--- config.mk ---
export PLATFORM = sky130hd
export DESIGN_NAME = aec_result_fmt
export DESIGN_NICKNAME = d
export VERILOG_FILES = /design/src/rtl/aec_result_fmt.sv
export SDC_FILE = /design/constraint.sdc
export NUM_CORES = 1
export LEC_CHECK = 0
export ABC_AREA = 1
export CORE_MARGIN = 1
export CORE_UTILIZATION = 56
export CTS_BUF_LIST = sky130_fd_sc_hd__clkbuf_2
export DETAILED_ROUTE_END_ITERATION = 8
export DONT_BUFFER_PORTS = 1
export PLACE_DENSITY_LB_ADDON = 0.08
export SYNTH_ARGS = -nofsm -noshare
export SYNTH_HDL_FRONTEND = slang
export SYNTH_SLANG_ARGS = --single-unit
--- constraint.sdc ---
create_clock -name clk -period 2.9 [get_ports clk]
set_clock_uncertainty 0.15 [all_clocks]
set_input_delay 0.725 -clock clk [delete_from_list [all_inputs] [get_ports clk]]
set_output_delay 0.725 -clock clk [all_outputs]
set_load 0.005 [all_outputs]
--- src/rtl/aec_result_fmt.sv ---
// Result formatter: FIFO of {legal, result} drained as ASCII lines on a valid/ready byte stream.
// First char valid one edge after the push; a stall holds out_char; full FIFO drops (sticky overflow); AEC_FMT_DEC_EN selects decimal.

module aec_fifo #(
  parameter int WIDTH = 8,
  parameter int DEPTH = 4
) (
  input  logic                   clk,
  input  logic                   rst,
  input  logic                   push,
  input  logic [WIDTH-1:0]       push_dat,
  input  logic                   pop,
  output logic [WIDTH-1:0]       head_dat,
  output logic                   full,
  output logic                   empty,
  output logic [$clog2(DEPTH):0] count
);
  localparam int AW = $clog2(DEPTH);
  localparam int CW = AW + 1;
  localparam logic [CW-1:0] FULL_CNT = CW'(DEPTH);

  logic [WIDTH-1:0] mem [DEPTH];
  logic [AW-1:0]    wr_ptr;
  logic [AW-1:0]    rd_ptr;

  assign head_dat = mem[rd_ptr];
  assign full     = (count == FULL_CNT);
  assign empty    = (count == '0);

  always_ff @(posedge clk) begin
    if (push) begin
      mem[wr_ptr] <= push_dat;
    end
  end

  // Caller only pushes into a full FIFO when it pops in the same cycle.
  always_ff @(posedge clk or negedge rst) begin
    if (!rst) begin
      wr_ptr <= '0;
      rd_ptr <= '0;
      count  <= '0;
    end else begin
      if (push) begin
        wr_ptr <= wr_ptr + AW'(1);
      end
      if (pop) begin
        rd_ptr <= rd_ptr + AW'(1);
      end
      case ({push, pop})
        2'b10:   count <= count + CW'(1);
        2'b01:   count <= count - CW'(1);
        default: count <= count;
      endcase
    end
  end
endmodule

module aec_result_fmt #(
  parameter int DEPTH = 4
) (
  input  logic                   clk,
  input  logic                   rst,
  input  logic                   valid,
  input  logic [6:0]             result,
  input  logic                   parenthesesLegal,
  output logic                   out_valid,
  output logic [7:0]             out_char,
  input  logic                   out_ready,
  output logic                   busy,
  output logic                   overflow,
  output logic [$clog2(DEPTH):0] fifo_count
);
  typedef enum logic {
    IDLE = 1'b0,
    SEND = 1'b1
  } state_t;

`ifdef AEC_FMT_DEC_EN
  localparam logic [1:0] LEGAL_LAST = 2'd3;
`else
  localparam logic [1:0] LEGAL_LAST = 2'd2;
`endif
  localparam logic [1:0] ERR_LAST = 2'd3;
  localparam logic [7:0] CH_LF    = 8'h0A;
  localparam logic [7:0] CH_E     = 8'h45;
  localparam logic [7:0] CH_R     = 8'h52;

  state_t      state;
  state_t      state_nxt;
  logic        fifo_push;
  logic        fifo_pop;
  logic        fifo_full;
  logic        fifo_empty;
  logic [7:0]  fifo_head;
  logic        cur_legal;
  logic [1:0]  idx;
  logic        at_last;
  logic        xfer;
  logic [7:0]  line_char;
`ifdef AEC_FMT_DEC_EN
  logic [11:0] cur_bcd;

  function automatic logic [11:0] to_bcd(input logic [6:0] v);
    logic [6:0] h;
    logic [6:0] t;
    logic [6:0] o;
    h = v / 7'd100;
    t = (v / 7'd10) % 7'd10;
    o = v % 7'd10;
    return {h[3:0], t[3:0], o[3:0]};
  endfunction

  function automatic logic [7:0] dec_char(input logic [3:0] d);
    return 8'h30 + {4'h0, d};
  endfunction
`else
  logic [6:0]  cur_val;

  function automatic logic [7:0] hex_char(input logic [3:0] d);
    return (d < 4'd10) ? (8'h30 + {4'h0, d}) : (8'h57 + {4'h0, d});
  endfunction
`endif

  // A full FIFO still accepts a push when the head leaves in the same cycle.
  assign fifo_push = valid && (!fifo_full || fifo_pop);

  aec_fifo #(
    .WIDTH (8),
    .DEPTH (DEPTH)
  ) u_fifo (
    .clk      (clk),
    .rst      (rst),
    .push     (fifo_push),
    .push_dat ({parenthesesLegal, result}),
    .pop      (fifo_pop),
    .head_dat (fifo_head),
    .full     (fifo_full),
    .empty    (fifo_empty),
    .count    (fifo_count)
  );

  assign busy    = (state != IDLE) || !fifo_empty;
  assign xfer    = (state == SEND) && out_ready;
  assign at_last = (idx == (cur_legal ? LEGAL_LAST : ERR_LAST));

  always_ff @(posedge clk or negedge rst) begin
    if (!rst) begin
      overflow <= 1'b0;
    end else if (valid && fifo_full && !fifo_pop) begin
      overflow <= 1'b1;
    end
  end

  always_ff @(posedge clk or negedge rst) begin
    if (!rst) begin
      state <= IDLE;
    end else begin
      state <= state_nxt;
    end
  end

  always_comb begin
    state_nxt = state;
    case (state)
      IDLE:    if (!fifo_empty) state_nxt = SEND;
      SEND:    if (out_ready && at_last && fifo_empty) state_nxt = IDLE;
      default: state_nxt = IDLE;
    endcase
  end

  always_comb begin
    out_valid = 1'b0;
    out_char  = 8'h00;
    fifo_pop  = 1'b0;
    case (state)
      IDLE: fifo_pop = !fifo_empty;
      SEND: begin
        out_valid = 1'b1;
        out_char  = line_char;
        fifo_pop  = out_ready && at_last && !fifo_empty;
      end
      default: fifo_pop = 1'b0;
    endcase
  end

  always_comb begin
    line_char = CH_LF;
    if (!cur_legal) begin
      case (idx)
        2'd0:       line_char = CH_E;
        2'd1, 2'd2: line_char = CH_R;
        default:    line_char = CH_LF;
      endcase
    end else begin
`ifdef AEC_FMT_DEC_EN
      case (idx)
        2'd0:    line_char = dec_char(cur_bcd[11:8]);
        2'd1:    line_char = dec_char(cur_bcd[7:4]);
        2'd2:    line_char = dec_char(cur_bcd[3:0]);
        default: line_char = CH_LF;
      endcase
`else
      case (idx)
        2'd0:    line_char = hex_char({1'b0, cur_val[6:4]});
        2'd1:    line_char = hex_char(cur_val[3:0]);
        default: line_char = CH_LF;
      endcase
`endif
    end
  end

  // Digits are latched at pop time so SEND starts on the first character.
  always_ff @(posedge clk or negedge rst) begin
    if (!rst) begin
      cur_legal <= 1'b0;
      idx       <= 2'd0;
`ifdef AEC_FMT_DEC_EN
      cur_bcd   <= '0;
`else
      cur_val   <= '0;
`endif
    end else if (fifo_pop) begin
      cur_legal <= fifo_head[7];
      idx       <= 2'd0;
`ifdef AEC_FMT_DEC_EN
      cur_bcd   <= to_bcd(fifo_head[6:0]);
`else
      cur_val   <= fifo_head[6:0];
`endif
    end else if (xfer && !at_last) begin
      idx <= idx + 2'd1;
    end
  end
endmodule

==> reports/qor.txt <==
post-synthesis average cell area -> 10.4 sq um
final hold violation count -> 0
Die Span Y -> 67.3 microns
CP endpoint kind -> primary output
ys async rst share -> 37.3%
clock latency on the worst-skew pair -> 0.43 ns
VDD IR max -> 0.000480 V
cts bufs inserted -> 5
simple-gate share of the synthesized area -> 14.4%
f_max -> 0.366 GHz
worst slack, placed -> 0.629 ns
Fillers -> 330
largest net degree at the start of global routing -> 20
clock root buffer -> clkbuf_2
warnings from Yosys -> 0
Critical Path RT -> 2.03 ns
Final WS setup -> 0.165 ns
leading area contributor after synthesis -> edfxtp_1
DRC -> 0
Inst Count DP -> 278
Synth area leaders -> edfxtp_1 (40%), dfrtp_1 (20%), nor2_1 (6.1%), ha_1 (4.7%), o21ai_0 (4.6%)
Synth Area in Compound Gates -> 12.2%
clk slew on worst S/H paths -> 0.25 ns
Final setup viols -> 0
EDFF count, synth -> 32
total number of vias -> 1598
Hold Path Class -> in2reg
Worst slew margin -> 43.7%
Leak -> 1.07 nW
Iter 0 DRT Violations -> 119
R2R cell count -> 11
Buf/Inv on CP -> 1
Final Util -> 62.8%
worst-path cell chain -> inv_1, ha_1, o21ai_1, nor2_1, o31ai_1, nand2_1
ant diodes -> 0
# IOs -> 26
Core Footprint -> 4060 sq um
area grow syn2layout -> 6.60%
crit share post-route -> 94.3%
RSZ-0062 raised after global routing -> false
synthesized cell area -> 2390 sq um
clock sink total -> 51
Pwr per Cell Area -> 1060 nW/um^2
postcts setup bufs -> 0
Synth Area in XOR/XNOR -> 1.10%
Seq/Total Area, Yosys -> 60.1%
first-pass GRT wire length -> 7130 microns
Final Hold Slack -> 0.210 ns
std cell rows -> 23
Synth top area share -> 40.2%
antenna-violating nets left -> 0
Slew @ Worst Pin -> 0.842 ns
CP max FO -> 6
Vias/cell -> 5.57
Synth Area in Adders -> 5.55%
initial antenna violation count -> 0
CTS max path bufs -> 2
Mapped Nets -> 252
final net count -> 258
Max stage delay on crit path -> 0.48 ns
Seq cells post-synth -> 51
Placer Congestion -> 0.735
Arr. time, crit path -> 1.86 ns
vias in the first global route -> 1560
Starting Density -> 58.9%
Slowest-stage cell, CP -> dfrtp_1
number of port buffers -> 0
min Tclk post-route -> 2.73 ns
max cap viols -> 0
dpl hpwl -> 3080 microns
H-tree depth -> 2
post-synthesis instance total -> 230
status -> finished clean
hold depth -> 0
largest family of logic cells by synthesized area -> simple AND/OR/NAND/NOR gates
drt total wl -> 4310 microns
final std cells w/o fill -> 287
total congestion overflow -> 0
die area -> 4530 sq um
setup TNS -> 0 ns
synth unique cells -> 32
drt wl/cell -> 15.0 microns
die width -> 67.3 microns
CTS tree -> done
Detailed Routing Iterations Pass 1 -> 4
worst setup path category -> reg2out
Final Max Tran Viols -> 0
crit start category -> register
main flop type after synthesis -> edfxtp_1
critical path depth -> 6
Worst path top cell family by delay -> flip-flops
post-synthesis mux area share -> 0%
Total GRT Usage -> 22.0%
share of layout cells above drive strength 1 -> 9.70%
[state kept, by name (all words and copies together) (netlist names)]
signal and cells:
cur_legal 1, cur_val 7, idx 2, overflow 1, state 1, u_fifo.count 3, u_fifo.mem 32, u_fifo.rd_ptr 2
u_fifo.wr_ptr 2
[cell usage in the layout (no fill, tap or decap), types with 2 or more instances in the layout]
cell        n
nor2_1     39
edfxtp_1   32
inv_1      27
nand2_1    21
o21ai_0    20
dfrtp_1    19
a21oi_1     9
nand3_1     8
ha_1        8
o21ai_1     7
o22ai_1     5
clkbuf_2    5
a31oi_1     4
buf_4       4
nand2_2     3
xor2_1      3
inv_2       2
o31ai_1     2
nor3_1      2
nand4_1     2
bufinv_16   2
[synthesized netlist by cell type, drive strengths merged, types with 2 or more instances]
library cell  number
xor2               3
buf                5
nor2              39
o21ai             28
nand2             24
nand4              2
a31oi              4
ha                 9
nand3             10
nor3               2
a21oi              9
dfrtp             19
o31ai              2
o22ai              5
edfxtp            32
inv               30
[power by group]
part	internal (mW)	switching, mW	total, mW	leakage (nW)
Combinational	0.374	0.700	1.07	0.506
Sequential	0.996	0.176	1.17	0.510
Clock	0.231	0.220	0.451	0.0492
[cell type report]
| cell class | count | area [sq um] | area share, % |
|---|---|---|---|
| Sequential cell | 51 | 1440 | 56.4 |
| Clock buffer | 5 | 25.0 | 0.983 |
| Inverter | 30 | 115 | 4.52 |
| Multi-Input combinational cell | 143 | 800 | 31.4 |
| Clock inverter | 3 | 67.6 | 2.65 |
| Timing Repair Buffer | 5 | 40.0 | 1.57 |
| Tap cell | 50 | 62.6 | 2.46 |
[routing by layer]
layer | wire, microns | global-route usage, % | part of all wire (%)
met3 | 214 | 6.25 | 5.0
met4 | 53 | 7.98 | 1.2
met1 | 1820 | 25.3 | 42
met2 | 2220 | 38.8 | 51
met5 | 0 | 0 | 0
[worst register-to-register path: stages (launching register included)]
cell     delay, ns
dfrtp_1       0.54
inv_2         0.10
nand2_1       0.10
nand4_1       0.10
nand2_2       0.13
nand3_1       0.15
fa_1          0.44
inv_1         0.10
nand4_1       0.09
nand3_1       0.08
nand2_1       0.05
inv_1         0.05
[what timing repair did]
item                                    4_1_cts  5_1_grt
hold buffers                                  1        0
hold endpoints to repair                     19        0
resized for setup                             0        3
endpoints found under the setup margin        0        5
[worst paths after layout]
path | startpoint | endpoint | slack [ns]
worst max-delay path | idx[0]$_DFFE_PN0P_ | out_char[4] | 0.17
max in group asynchronous | rst | u_fifo.rd_ptr[1]$_DFFE_PN0P_ | 1.45
worst min register to register | overflow$_DFFE_PN0P_ | overflow$_DFFE_PN0P_ | 0.38
min in group asynchronous | rst | idx[0]$_DFFE_PN0P_ | 0.64
worst max register to register | cur_legal$_DFFE_PN0P_ | u_fifo.count[2]$_DFFE_PN0P_ | 0.79
worst min-delay path | result[5] | u_fifo.mem[0][5]$_DFFE_PP_ | 0.21
[through the flow]
stage | area [sq um] | power (mW)
final | 2550 | 2.70
after global routing | 2550 | 2.93
after CTS | 2540 | 2.70
after detailed placement | 2440 | 2.25
after global placement | 2440 | 2.18
after floorplan | 2390 | 1.99
[kinds of logic after synthesis]
kind of cell,after synthesis
adder cells (fa/ha/maj),10
AND/OR/NAND/NOR,78
buffers and inverters,36
AO/OA/AOI/OAI,51
flip-flops,51
other,1
XOR/XNOR,3
(Power assumes the default switching activity.)
